--- src/rtl/dac_serial_pkg.sv ---
// Shared types and elaboration helpers for the serial DAC transmitter.
// State encoding, frame length helper and parameter legality test.
package dac_serial_pkg;

    typedef enum logic [1:0] {
        IDLE  = 2'd0,
        SETUP = 2'd1,
        SHIFT = 2'd2
    } state_t;

    // Number of clk cycles CS_N stays low for one frame.
    function automatic int frame_cycles(input int frame_w, input int sclk_div);
        return sclk_div * (2 * frame_w + 1);
    endfunction

    // A tick must never land inside a frame, and the frame must hold the sample.
    function automatic bit params_ok(
        input int data_w,
        input int frame_w,
        input int lead_w,
        input int sclk_div,
        input int frame_period
    );
        return (data_w >= 1)
            && (frame_w >= 2)
            && (lead_w >= 0)
            && (frame_w - lead_w - data_w >= 0)
            && (sclk_div >= 1)
            && (frame_period >= frame_cycles(frame_w, sclk_div) + 2);
    endfunction

endpackage

--- src/rtl/dac_rate_tick.sv ---
// Sample-rate timer: counts 0..FRAME_PERIOD-1 while enabled.
// The tick marks the last count; disabling parks the count at 0.
module dac_rate_tick
    import dac_serial_pkg::*;
#(
    parameter int FRAME_PERIOD = 80
) (
    input  logic clk,
    input  logic rst,
    input  logic en,
    output logic tick
);

    localparam int CW = (FRAME_PERIOD > 1) ? $clog2(FRAME_PERIOD) : 1;
    localparam logic [CW-1:0] LAST = CW'(FRAME_PERIOD - 1);

    logic [CW-1:0] count;

    // Free-running period counter, held at zero while disabled.
    always_ff @(posedge clk or posedge rst) begin
        if (rst) begin
            count <= '0;
        end else if (!en) begin
            count <= '0;
        end else if (count == LAST) begin
            count <= '0;
        end else begin
            count <= count + 1'b1;
        end
    end

    assign tick = en && (count == LAST);

endmodule

--- src/rtl/dac_serial_tx.sv ---
// Buffers one DDS sample and ships it to a serial DAC each sample tick.
// Optional DAC_REPEAT_EN resends the previous sample on an underrun.
module dac_serial_tx
    import dac_serial_pkg::*;
#(
    parameter int DATA_W       = 8,
    parameter int FRAME_W      = 16,
    parameter int LEAD_W       = 4,
    parameter int SCLK_DIV     = 2,
    parameter int FRAME_PERIOD = 80
) (
    input  logic              clk,
    input  logic              rst,
    input  logic              en,
    input  logic [DATA_W-1:0] in_data,
    input  logic              in_valid,
    output logic              in_ready,
    output logic              dac_cs_n,
    output logic              dac_sclk,
    output logic              dac_din,
    output logic              busy,
    output logic              frame_done
`ifdef DAC_REPEAT_EN
    ,
    output logic              underrun
`endif
);

    localparam int TAIL_W = FRAME_W - LEAD_W - DATA_W;
    localparam int CNT_W  = (SCLK_DIV > 1) ? $clog2(SCLK_DIV) : 1;
    localparam int BIT_W  = $clog2(FRAME_W);
    localparam logic [CNT_W-1:0] DIV_LAST = CNT_W'(SCLK_DIV - 1);
    localparam logic [BIT_W-1:0] BIT_LAST = BIT_W'(FRAME_W - 1);

    if (!params_ok(DATA_W, FRAME_W, LEAD_W, SCLK_DIV, FRAME_PERIOD))
    begin : g_bad_params
        $error("dac_serial_tx: illegal parameter combination");
    end

    state_t             state_q, state_n;
    logic [CNT_W-1:0]   cnt_q, cnt_n;
    logic [BIT_W-1:0]   bcnt_q, bcnt_n;
    logic               low_q, low_n;
    logic [FRAME_W-1:0] shift_q, shift_n;
    logic               cs_n_q, cs_n_n;
    logic               sclk_q, sclk_n;
    logic               din_q, din_n;
    logic               done_q, done_n;
    logic               busy_q, busy_n;
    logic               hold_full_q, hold_full_n;
    logic [DATA_W-1:0]  hold_q, hold_n;
    logic [DATA_W-1:0]  src;
    logic [FRAME_W-1:0] word;
    logic               tick;
    logic               load;
    logic               start_ok;
`ifdef DAC_REPEAT_EN
    logic [DATA_W-1:0]  last_q, last_n;
    logic               ur_q, ur_n;
`endif

    dac_rate_tick #(
        .FRAME_PERIOD(FRAME_PERIOD)
    ) u_tick (
        .clk (clk),
        .rst (rst),
        .en  (en),
        .tick(tick)
    );

    assign load = in_valid & ~hold_full_q;

    // Pick the sample for a new frame and place it between lead and tail zeros.
    always_comb begin
        src      = hold_q;
        start_ok = hold_full_q;
`ifdef DAC_REPEAT_EN
        start_ok = 1'b1;
        if (!hold_full_q) begin
            src = last_q;
        end
`endif
        word = FRAME_W'(src) << TAIL_W;
    end

    // Next-state and next-output logic for hold buffer and frame sequencer.
    always_comb begin
        state_n     = state_q;
        cnt_n       = cnt_q;
        bcnt_n      = bcnt_q;
        low_n       = low_q;
        shift_n     = shift_q;
        cs_n_n      = cs_n_q;
        sclk_n      = sclk_q;
        din_n       = din_q;
        done_n      = 1'b0;
        busy_n      = busy_q;
        hold_full_n = hold_full_q;
        hold_n      = hold_q;
`ifdef DAC_REPEAT_EN
        last_n      = last_q;
        ur_n        = 1'b0;
`endif

        if (load) begin
            hold_full_n = 1'b1;
            hold_n      = in_data;
        end

        unique case (state_q)
            IDLE: begin
                if (tick && start_ok) begin
                    state_n = SETUP;
                    cnt_n   = '0;
                    bcnt_n  = '0;
                    low_n   = 1'b0;
                    shift_n = word;
                    cs_n_n  = 1'b0;
                    sclk_n  = 1'b0;
                    din_n   = word[FRAME_W-1];
                    busy_n  = 1'b1;
                    if (hold_full_q) begin
                        hold_full_n = 1'b0;
                    end
`ifdef DAC_REPEAT_EN
                    last_n = src;
                    ur_n   = ~hold_full_q;
`endif
                end
            end
            SETUP: begin
                cnt_n = cnt_q + 1'b1;
                if (cnt_q == DIV_LAST) begin
                    cnt_n   = '0;
                    sclk_n  = 1'b1;
                    low_n   = 1'b0;
                    state_n = SHIFT;
                end
            end
            SHIFT: begin
                cnt_n = cnt_q + 1'b1;
                if (cnt_q == DIV_LAST) begin
                    cnt_n = '0;
                    if (!low_q) begin
                        sclk_n = 1'b0;
                        low_n  = 1'b1;
                        if (bcnt_q != BIT_LAST) begin
                            shift_n = shift_q << 1;
                            din_n   = shift_q[FRAME_W-2];
                        end
                    end else if (bcnt_q == BIT_LAST) begin
                        state_n = IDLE;
                        cs_n_n  = 1'b1;
                        din_n   = 1'b0;
                        done_n  = 1'b1;
                        busy_n  = 1'b0;
                        low_n   = 1'b0;
                    end else begin
                        sclk_n = 1'b1;
                        low_n  = 1'b0;
                        bcnt_n = bcnt_q + 1'b1;
                    end
                end
            end
            default: begin
                state_n = IDLE;
            end
        endcase
    end

    // State and registered outputs; reset drops CS_N at once mid-frame.
    always_ff @(posedge clk or posedge rst) begin
        if (rst) begin
            state_q     <= IDLE;
            cnt_q       <= '0;
            bcnt_q      <= '0;
            low_q       <= 1'b0;
            shift_q     <= '0;
            cs_n_q      <= 1'b1;
            sclk_q      <= 1'b0;
            din_q       <= 1'b0;
            done_q      <= 1'b0;
            busy_q      <= 1'b0;
            hold_full_q <= 1'b0;
            hold_q      <= '0;
`ifdef DAC_REPEAT_EN
            last_q      <= '0;
            ur_q        <= 1'b0;
`endif
        end else begin
            state_q     <= state_n;
            cnt_q       <= cnt_n;
            bcnt_q      <= bcnt_n;
            low_q       <= low_n;
            shift_q     <= shift_n;
            cs_n_q      <= cs_n_n;
            sclk_q      <= sclk_n;
            din_q       <= din_n;
            done_q      <= done_n;
            busy_q      <= busy_n;
            hold_full_q <= hold_full_n;
            hold_q      <= hold_n;
`ifdef DAC_REPEAT_EN
            last_q      <= last_n;
            ur_q        <= ur_n;
`endif
        end
    end

    assign in_ready   = ~hold_full_q;
    assign dac_cs_n   = cs_n_q;
    assign dac_sclk   = sclk_q;
    assign dac_din    = din_q;
    assign busy       = busy_q;
    assign frame_done = done_q;
`ifdef DAC_REPEAT_EN
    assign underrun   = ur_q;
`endif

endmodule

--- config.mk ---
export PLATFORM = sky130hd
export DESIGN_NAME = dac_serial_tx
export DESIGN_NICKNAME = d
export VERILOG_FILES = /design/src/rtl/dac_serial_pkg.sv /design/src/rtl/dac_rate_tick.sv /design/src/rtl/dac_serial_tx.sv
export SDC_FILE = /design/constraint.sdc
export NUM_CORES = 1
export LEC_CHECK = 0
export ABC_CLOCK_PERIOD_IN_PS = 3300
export BUFFER_PORTS_ARGS = -buffer_cell sky130_fd_sc_hd__buf_2
export CAP_MARGIN = 10
export CORE_MARGIN = 8
export CORE_UTILIZATION = 45
export CTS_BUF_LIST = sky130_fd_sc_hd__clkbuf_2 sky130_fd_sc_hd__clkbuf_4 sky130_fd_sc_hd__clkbuf_8
export DETAILED_ROUTE_END_ITERATION = 16
export GPL_TIMING_DRIVEN = 0
export PLACE_DENSITY = 0.63
export SLEW_MARGIN = 10
export SYNTH_ARGS = -nofsm -noshare
export SYNTH_HDL_FRONTEND = slang
export SYNTH_SLANG_ARGS = --single-unit
--- constraint.sdc ---
create_clock -name clk -period 3.3 [get_ports clk]
set_input_delay 0.33 -clock clk [delete_from_list [all_inputs] [get_ports clk]]
set_output_delay 0.33 -clock clk [all_outputs]
set_load 0.05 [all_outputs]
==> After elaboration in Yosys (flattened, before gate mapping) <==
Cells that the tools add are included.
Widths: inputs -> output; s select.
{ "totals": {"rom_bits": 0, "wordCells": 100, "inputBits": 12, "latch_bits": 0, "regBits": 44, "memories": 0, "ram_bits": 0, "out_inout_bits": 6} }
{ "classes": {"addsub": 3, "bitwise": 2, "order_cmp": 0, "eq_ne": 16, "multipliers": 0, "shifts": 0, "mux": 51, "n_div": 0, "n_reduce_logical": 15} }
{ "ops": {"columns": ["operator", "count"], "rows": [
  ["$mux 15", 4],
  ["$pmux 15 s2", 1],
  ["$reduce_and 5->1", 6],
  ["$mux 1", 27],
  ["$mux 4", 4],
  ["$ne 2x2->1 const B", 8],
  ["$mux 7", 2],
  ["$mux 2", 5],
  ["$ne 3x3->1 const B", 3],
  ["$pmux 1 s2", 4],
  ["$pmux 4 s2", 1],
  ["$add 7x1->7 const B", 1],
  ["$eq 7x7->1 const B", 1],
  ["$pmux 1 s3", 2],
  ["$pmux 2 s3", 1],
  ["$add 4x1->4 const B", 1],
  ["$eq 4x4->1 const B", 1],
  ["$ne 4x4->1 const B", 1],
  ["$reduce_and 4->1", 1],
  ["$reduce_bool 2->1", 2],
  ["$reduce_bool 3->1", 1],
  ["$eq 2x1->1 const B", 1],
  ["$eq 2x2->1 const B", 1],
  ["$logic_and 1x1->1", 2],
  ["other kinds (6)", 6]
]} }

==> Logic depth before layout (Yosys ltp) <==
Gate-level depths: netlist of run 1.
{ "depth": {"ltp_word": 6, "ltp_mapped": 7, "ltp_nobuf": 6} }

==> By module <==
A second synthesis of run 1 with hierarchy kept.
{ "unflattened": {"cells_unflattened": 179, "area_unflattened_um2": 2003.2} }
{ "by_module_without_submodules": {"columns": ["module", "seq_area_each_um2", "cells_each", "area_per_inst_um2", "n_inst"], "rows": [
  ["dac_serial_tx", 827.0, 145, 1666.6, 1],
  ["dac_rate_tick", 175.2, 34, 336.6, 1]
]} }

==> Worst setup path after synthesis of run 1 <==
OpenSTA, ideal clock, no wires.
{ "synth_timing": {"path_kind": "flip-flop to flip-flop", "startpoint": "register u_tick.count[0]", "endpoint": "register shift_q[10]", "path_buffers": 2, "setup_slack_ps": 1125, "setup_time_ps": 111, "period_less_slack_ps": 2175, "path_stages_with_launch": 8, "t_required_ps": 3189, "arrival_ps": 2064, "path_cell_list": "dfrtp_1 -> ha_1 -> nand3_4 -> o31a_1 -> buf_6 -> or4_4 -> buf_6 -> a222oi_1"} }
{ "synth_between": {"elab_chain_cells": 5} }
{ "synth_rtl": {"columns": ["element", "line_no", "text"], "rows": [
  ["start: declaration", "dac_rate_tick.sv:17", "logic [CW-1:0] count;"],
  ["start signal: assignment", "dac_rate_tick.sv:28", "count <= count + 1'b1;"],
  ["$eq 7x7->1", "dac_rate_tick.sv:32", "assign tick = en && (count == LAST);"],
  ["$logic_and 1x1->1", "dac_rate_tick.sv:32", null],
  ["$logic_and 1x1->1", "dac_serial_tx.sv:112", "if (tick && start_ok) begin"],
  ["$ne 2x2->1 (no line)", null, null],
  ["$reduce_and 5->1 (no line)", null, null],
  ["end signal: assignment", "dac_serial_tx.sv:195", "shift_q <= shift_n;"],
  ["end: declaration", "dac_serial_tx.sv:44", "logic [FRAME_W-1:0] shift_q, shift_n;"]
]} }
Every way passes these cells.
A chain may end at the register's enable or synchronous reset.

==> Worst setup path in the final report of run 1 <==
{ "layout_timing": {"startpoint": "register u_tick.count[0]", "endpoint": "register shift_q[9]"} }
Same word-level chain as after synthesis.

==> results.cfg, run 1 <==
[run_status]
status = completed

[placement]
dp_hpwl_mm = 3.12
dp_worst_setup_slack_ns = 0.890
port_buffers = 17
dpl-instance-area_sq_mm = 0.00222
place_congestion = 0.850

[clocking]
clk_pin_slew_ns = 0.08
insertion_delay_ns = 0.29
clk_path_buf_depth = 2
cts_sinks = 40
cts_tree = yes
htreeDepth = 2
cts_made_buffers = 5
root_buffer = clkbuf_8

[worst_setup_path]
critical_path_arrival_ns = 2.51
required_ns = 3.48
path_max_fanout = 10
r2r_setup_slack_ns = 0.97
ff2ff_path_depth = 7
crit_path_end_kind = flop
crit_type = reg -> reg
rr_startpoint = u_tick.count[0]$_DFF_PP0_
start_kind = flop
r2r_end = shift_q[9]$_DFFE_PP0P_

[drt]
vias_per_cell = 5.52
dr.pass1.iters = 5
drtIter0Drc = 108
drc_errors = 0
wl_mm = 4.26
ant_nets = 0
wire_per_inst_um = 14.9
vias = 1578

[power_and_ir_drop]
p_leak_nw = 1.07
p_per_area_mw_per_mm2 = 678
p_seq_share_pct = 37.8
p_clk_share_pct = 25.4
irDropWorstVdd_uv = 335
sw_frac_of_total_pct = 36.8
p_int_mw = 1.01
p_switching_mw = 0.587
combPwrFrac_pct = 36.8
p_total_mw = 1.60

[finish]
final_cell_mix = 39 x dfrtp_1, 18 x inv_1, 17 x buf_2
drive_gt1_share_pct = 17.1
final_common_cell = dfrtp_1
syn_to_final_growth_pct = 14.6
final_cell_area_sq_mm = 0.00235
num_antenna_cells = 0
fillers = 405
fin_nets = 252

[sta]
final_max_slew_viol_count = 0
finalHoldViolCount = 0
setup_ws_ns = 0.974
setup_viol = 0
fin_crit_ns = 2.33
tightest_slew_ns = 0.625
grt_setup_unrepaired = false
hold_ws_ns = 0.235
tns_ns = 0
max_slew_margin_pct = 58.0
fmax_ghz = 0.430
fin_crit_sh_pct = 70.5
clock-skew-final_ns = 0.00457

[hold_path]
min_delay_worst_endpoint = hold_q[3]$_DFFE_PP0P_
hold_depth = 3
hp-class = in -> reg
min_from = in_data[3]

[floorplan]
die_h_um = 83.5
dieArea_sq_mm = 0.00698
pin_count = 18
core_sq_mm = 0.00438
initial_core_util_pct = 46.8
rows = 24
fp.dieW_um = 83.5

[synth]
synth_area_leaders = dfrtp_1 48%, ha_1 4.3%, o21ai_0 3.7%, inv_1 3.5%, nor2_1 2.7%
synth_edf_count = 0
netlist_area_sq_mm = 0.00205
synthArstFlopShare_pct = 100
synth_area_leader_cell = dfrtp_1
yosysUniqueCellTypes = 48
synth.ff_latch_count = 40
avgSynthCellArea_sq_um = 9.96
synth_top_area_share_pct = 47.6
syn_inst = 206
ys_seq_area_share_pct = 48.8
syn-num-nets = 225
synthFlopType = dfrtp_1
yosys_warnings = 0

[grt]
grt_pass1_vias = 1578
grt_max_degree = 39
antenna_found_initial = 0
grt_pass1_wl_mm = 7.44
grt.total_usage_pct = 12.7
overflow = 0

[run]
maxCapViolations = 0
## synthesized netlist by cell type, drive strengths merged, types with 2 or more instances
cell type	number
o31ai	2
a31oi	3
nor2	15
a22o	2
o21ai	15
nand3	6
xnor2	2
nand2	14
and3	2
a22oi	3
nand2b	3
and2	5
a211oi	3
mux2	4
nor3b	2
buf	2
inv	19
nor3	5
ha	7
o41ai	2
a222oi	5
clkbuf	8
dfrtp	39
nand3b	3
a21oi	7
nor2b	5
xor2	3
## flip-flops by register name (all words and copies together), names as in the netlist
name and flops:
cnt_q 1, shift_q 11, frame_done 1, hold_q 8
hold_full_q 1, busy 1, dac_sclk 1, dac_din 1
state_q 2, u_tick.count 7, dac_cs_n 1, low_q 1
bcnt_q 4
## kinds of logic after synthesis
group / Yosys count / share of synthesized area (%)
AO/OA/AOI/OAI: 53 / 17.9
XOR/XNOR: 5 / 2.13
adder cells (fa/ha/maj): 7 / 4.27
buffers and inverters: 29 / 6.04
flip-flops: 40 / 48.8
multiplexers: 5 / 2.68
AND/OR/NAND/NOR: 67 / 18.1
## power by group through the flow
stage | clock, mW | combinational, mW | sequential, mW
2_1_floorplan | 0 | 0.421 | 0.629
3_3_place_gp | 0 | 0.579 | 0.611
5_1_grt | 0.431 | 0.657 | 0.612
4_1_cts | 0.420 | 0.588 | 0.603
3_5_place_dp | 0 | 0.586 | 0.612
6_report | 0.406 | 0.587 | 0.603
## worst max-delay path, cell delays in order (launching register included)
cell      delay (ns)
dfrtp_1         0.37
ha_1            0.23
nand3_4         0.13
o31a_1          0.31
buf_6           0.14
or4_4           0.53
buf_6           0.15
a222oi_1        0.34
## worst max-delay path by stage
stage                                    startpoint                       to  slack [ns]  cells after the start
after floorplan           u_tick.count[0]$_DFF_PP0_  shift_q[10]$_DFFE_PP0P_        1.13                      7
after global placement       state_q[1]$_DFFE_PP0P_  shift_q[11]$_DFFE_PP0P_        0.89                      5
after detailed placement     state_q[1]$_DFFE_PP0P_  shift_q[11]$_DFFE_PP0P_        0.89                      5
after CTS                    state_q[1]$_DFFE_PP0P_  shift_q[11]$_DFFE_PP0P_        0.88                      5
after global routing      u_tick.count[0]$_DFF_PP0_   shift_q[9]$_DFFE_PP0P_        0.84                      7
final                     u_tick.count[0]$_DFF_PP0_   shift_q[9]$_DFFE_PP0P_        0.97                      7
## metrics by stage
step                cells  util (%)
floorplan             206         -
global placement      275      50.2
detailed placement    276      50.7
CTS                   285      53.5
global route          286      53.7
finish                286      53.7
## per-layer routing
layer | vias to the layer above | track usage, % | share of wire (%)
li1 | 792 | - | -
met5 | - | 0 | 0
met1 | 744 | 16.1 | 47
met4 | 0 | 6.12 | 0.68
met3 | 4 | 2.44 | 4.4
met2 | 38 | 20.2 | 48
## area by class of cell
type                    instances  area (sq um)  area share, %
plain buffers                  10          52.6           2.23
repair buffers                 20           120           5.11
clock buffers                   5          68.8           2.93
inverters                      19          71.3           3.03
multi-input cells             137           926           39.4
flip-flops and latches         40          1000           42.6
clock inverters                 3          46.3           1.97
well taps                      52          65.1           2.77
## timing repair
action	in CTS	in global routing
buffers inserted	0	0
resized for setup	0	0
hold buffers	1	0
hold endpoints to repair	2	0
(Power assumes the default switching activity.)
==> inputs of run 2 (changes only) <==
--- a/config.mk
+++ b/config.mk
@@ -5,7 +5,7 @@
 export SDC_FILE = /design/constraint.sdc
 export NUM_CORES = 1
 export LEC_CHECK = 0
-export ABC_CLOCK_PERIOD_IN_PS = 3300
+export ABC_CLOCK_PERIOD_IN_PS = 2200
 export BUFFER_PORTS_ARGS = -buffer_cell sky130_fd_sc_hd__buf_2
 export CAP_MARGIN = 10
 export CORE_MARGIN = 8
==> constraint.sdc (replaced) <==
create_clock -name clk -period 2.2 [get_ports clk]
set_input_delay 0.22 -clock clk [delete_from_list [all_inputs] [get_ports clk]]
set_output_delay 0.22 -clock clk [all_outputs]
set_load 0.05 [all_outputs]
==> run 2 against run 1 <==
Clock power grew 51%. Cell area up 2.3%. Total power rose by 50%. Setup slack got worse by 0.83 ns. Combinational power is 49% higher. Non-clock buffer count grew 1. Critical path depth is 2 lower. Global-route usage rose by 0.45 points. Sequential power grew 50%. Via count increased by 3.3%. Wire length increased by 3.4%. Largest power group unchanged.
==> results.cfg, run 2 (same netlist as run 1, synthesis figures left out) <==
[placement]
dpl-instance-area_sq_mm = 0.00222
dp_hpwl_mm = 3.12
port_buffers = 17
dp_worst_setup_slack_ns = -0.210
place_congestion = 0.850

[power_and_ir_drop]
irDropWorstVdd_uv = 505
p_int_mw = 1.50
p_switching_mw = 0.888
p_seq_share_pct = 37.8
combPwrFrac_pct = 36.6
p_clk_share_pct = 25.6
sw_frac_of_total_pct = 37.1
p_leak_nw = 1.07
p_per_area_mw_per_mm2 = 994

[clocking]
insertion_delay_ns = 0.30
cts_sinks = 40
root_buffer = clkbuf_8
clk_path_buf_depth = 2
cts_tree = yes
clk_pin_slew_ns = 0.08
cts_made_buffers = 5
htreeDepth = 2

[hold_path]
hp-class = in -> reg
min_delay_worst_endpoint = hold_q[3]$_DFFE_PP0P_
min_from = in_data[3]
hold_depth = 3

[drt]
dr.pass1.iters = 5
vias = 1630
wl_mm = 4.41
vias_per_cell = 5.68
drc_errors = 0
drtIter0Drc = 130
wire_per_inst_um = 15.4
ant_nets = 0

[worst_setup_path]
critical_path_arrival_ns = 2.24
rr_startpoint = state_q[1]$_DFFE_PP0P_
ff2ff_path_depth = 5
r2r_end = shift_q[9]$_DFFE_PP0P_
path_max_fanout = 9
crit_path_end_kind = flop
required_ns = 2.38
crit_type = reg -> reg
r2r_setup_slack_ns = 0.15
start_kind = flop

[grt]
grt.total_usage_pct = 13.1
grt_pass1_wl_mm = 7.70
grt_util_met1_pct = 16.4
overflow = 0
antenna_found_initial = 0
met3_usage_pct = 2.44
top_usage_layer = met2
met2_usage_pct = 21.2
grt_pass1_vias = 1631
grt_max_degree = 39

[finish]
fin_nets = 253
reg_top3 = shift_q (11), hold_q (8), u_tick.count (7)
largest_register = shift_q
fillers = 403
largest_reg_flops = 11
final-seq-area_sq_mm = 0.00100
syn_to_final_growth_pct = 17.3
final_cell_mix = 37 x dfrtp_1, 17 x inv_1, 17 x buf_2
multi_input_comb_area_sq_um = 965
final_common_cell = dfrtp_1
drive_gt1_share_pct = 21.3
num_antenna_cells = 0
final_cell_area_sq_mm = 0.00241

[sta]
clock-skew-final_ns = 0.00310
final_max_slew_viol_count = 0
setup_viol = 0
fmax_ghz = 0.487
fin_crit_sh_pct = 93.3
setup_ws_ns = 0.146
fin_crit_ns = 2.05
tightest_slew_ns = 0.688
hold_ws_ns = 0.123
grt_setup_unrepaired = false
max_slew_margin_pct = 53.8
finalHoldViolCount = 0

[floorplan]
core_sq_mm = 0.00438
die_h_um = 83.5
fp.dieW_um = 83.5
initial_core_util_pct = 46.8
pin_count = 18
dieArea_sq_mm = 0.00698
rows = 24

[run_status]
status = completed

[run]
maxCapViolations = 0
[run 2: changes by cell type in the layout (fill, tap and decap cells not counted), moves of 2 or more]
cell / before / now
ha_2: 0 / 2
buf_4: 0 / 4
ha_1: 7 / 4
dfrtp_1: 39 / 37
dfrtp_2: 0 / 2
[run 2: routing by layer]
metal / wire (um) / vias up / share of wire (%)
met5: 0 / - / 0
met4: 70 / 0 / 1.6
met3: 178 / 8 / 4.0
met2: 2140 / 36 / 49
met1: 2020 / 791 / 46
li1: - / 795 / -
[run 2: timing repair]
item	CTS	global route
endpoints found under the setup margin	7	7
gates cloned	0	0
pin swaps	3	4
gates resized for setup	6	6
buffers inserted	4	0
hold endpoints to repair	39	0
hold buffers	1	0
[run 2: how the worst max path moves through the flow]
stage / cells past startpoint / startpoint / to
6_report: 5 / state_q[1]$_DFFE_PP0P_ / shift_q[9]$_DFFE_PP0P_
5_1_grt: 6 / state_q[0]$_DFFE_PP0P_ / shift_q[9]$_DFFE_PP0P_
4_1_cts: 6 / u_tick.count[4]$_DFF_PP0_ / shift_q[9]$_DFFE_PP0P_
3_5_place_dp: 5 / state_q[1]$_DFFE_PP0P_ / shift_q[11]$_DFFE_PP0P_
3_3_place_gp: 5 / state_q[1]$_DFFE_PP0P_ / shift_q[11]$_DFFE_PP0P_
2_1_floorplan: 7 / u_tick.count[0]$_DFF_PP0_ / shift_q[10]$_DFFE_PP0P_
[run 2: per-stage QoR]
stage	total power [mW]	utilization (%)	cells	TNS (ns)
detailed placement	1.80	50.7	276	-1.11
global placement	1.78	50.2	275	-1.03
finish	2.39	54.9	287	0
CTS	2.43	54.9	289	0
global route	2.55	54.9	287	0
floorplan	1.58	-	206	0
[run 2: cell type report]
class	instances	share of cell area (%)
plain buffers	8	1.56
clock buffers	5	2.86
clock inverters	3	1.92
inverters	19	3.07
multi-input cells	137	40.1
flip-flops and latches	40	41.8
well taps	52	2.70
repair buffers	23	6.03
[run 2: power groups by stage]
stage / Sequential (mW) / Combinational (mW) / Clock [mW]
after floorplan: 0.943 / 0.632 / 0
after global placement: 0.916 / 0.868 / 0
after detailed placement: 0.917 / 0.878 / 0
after CTS: 0.905 / 0.896 / 0.629
after global routing: 0.920 / 0.981 / 0.648
final: 0.906 / 0.876 / 0.612
[run 2: critical path: stages (launching register included)]
cell and delay, ns:
dfrtp_1 0.43, inv_1 0.12, ha_2 0.29, nor2_1 0.14
or4_4 0.57, a222oi_1 0.38
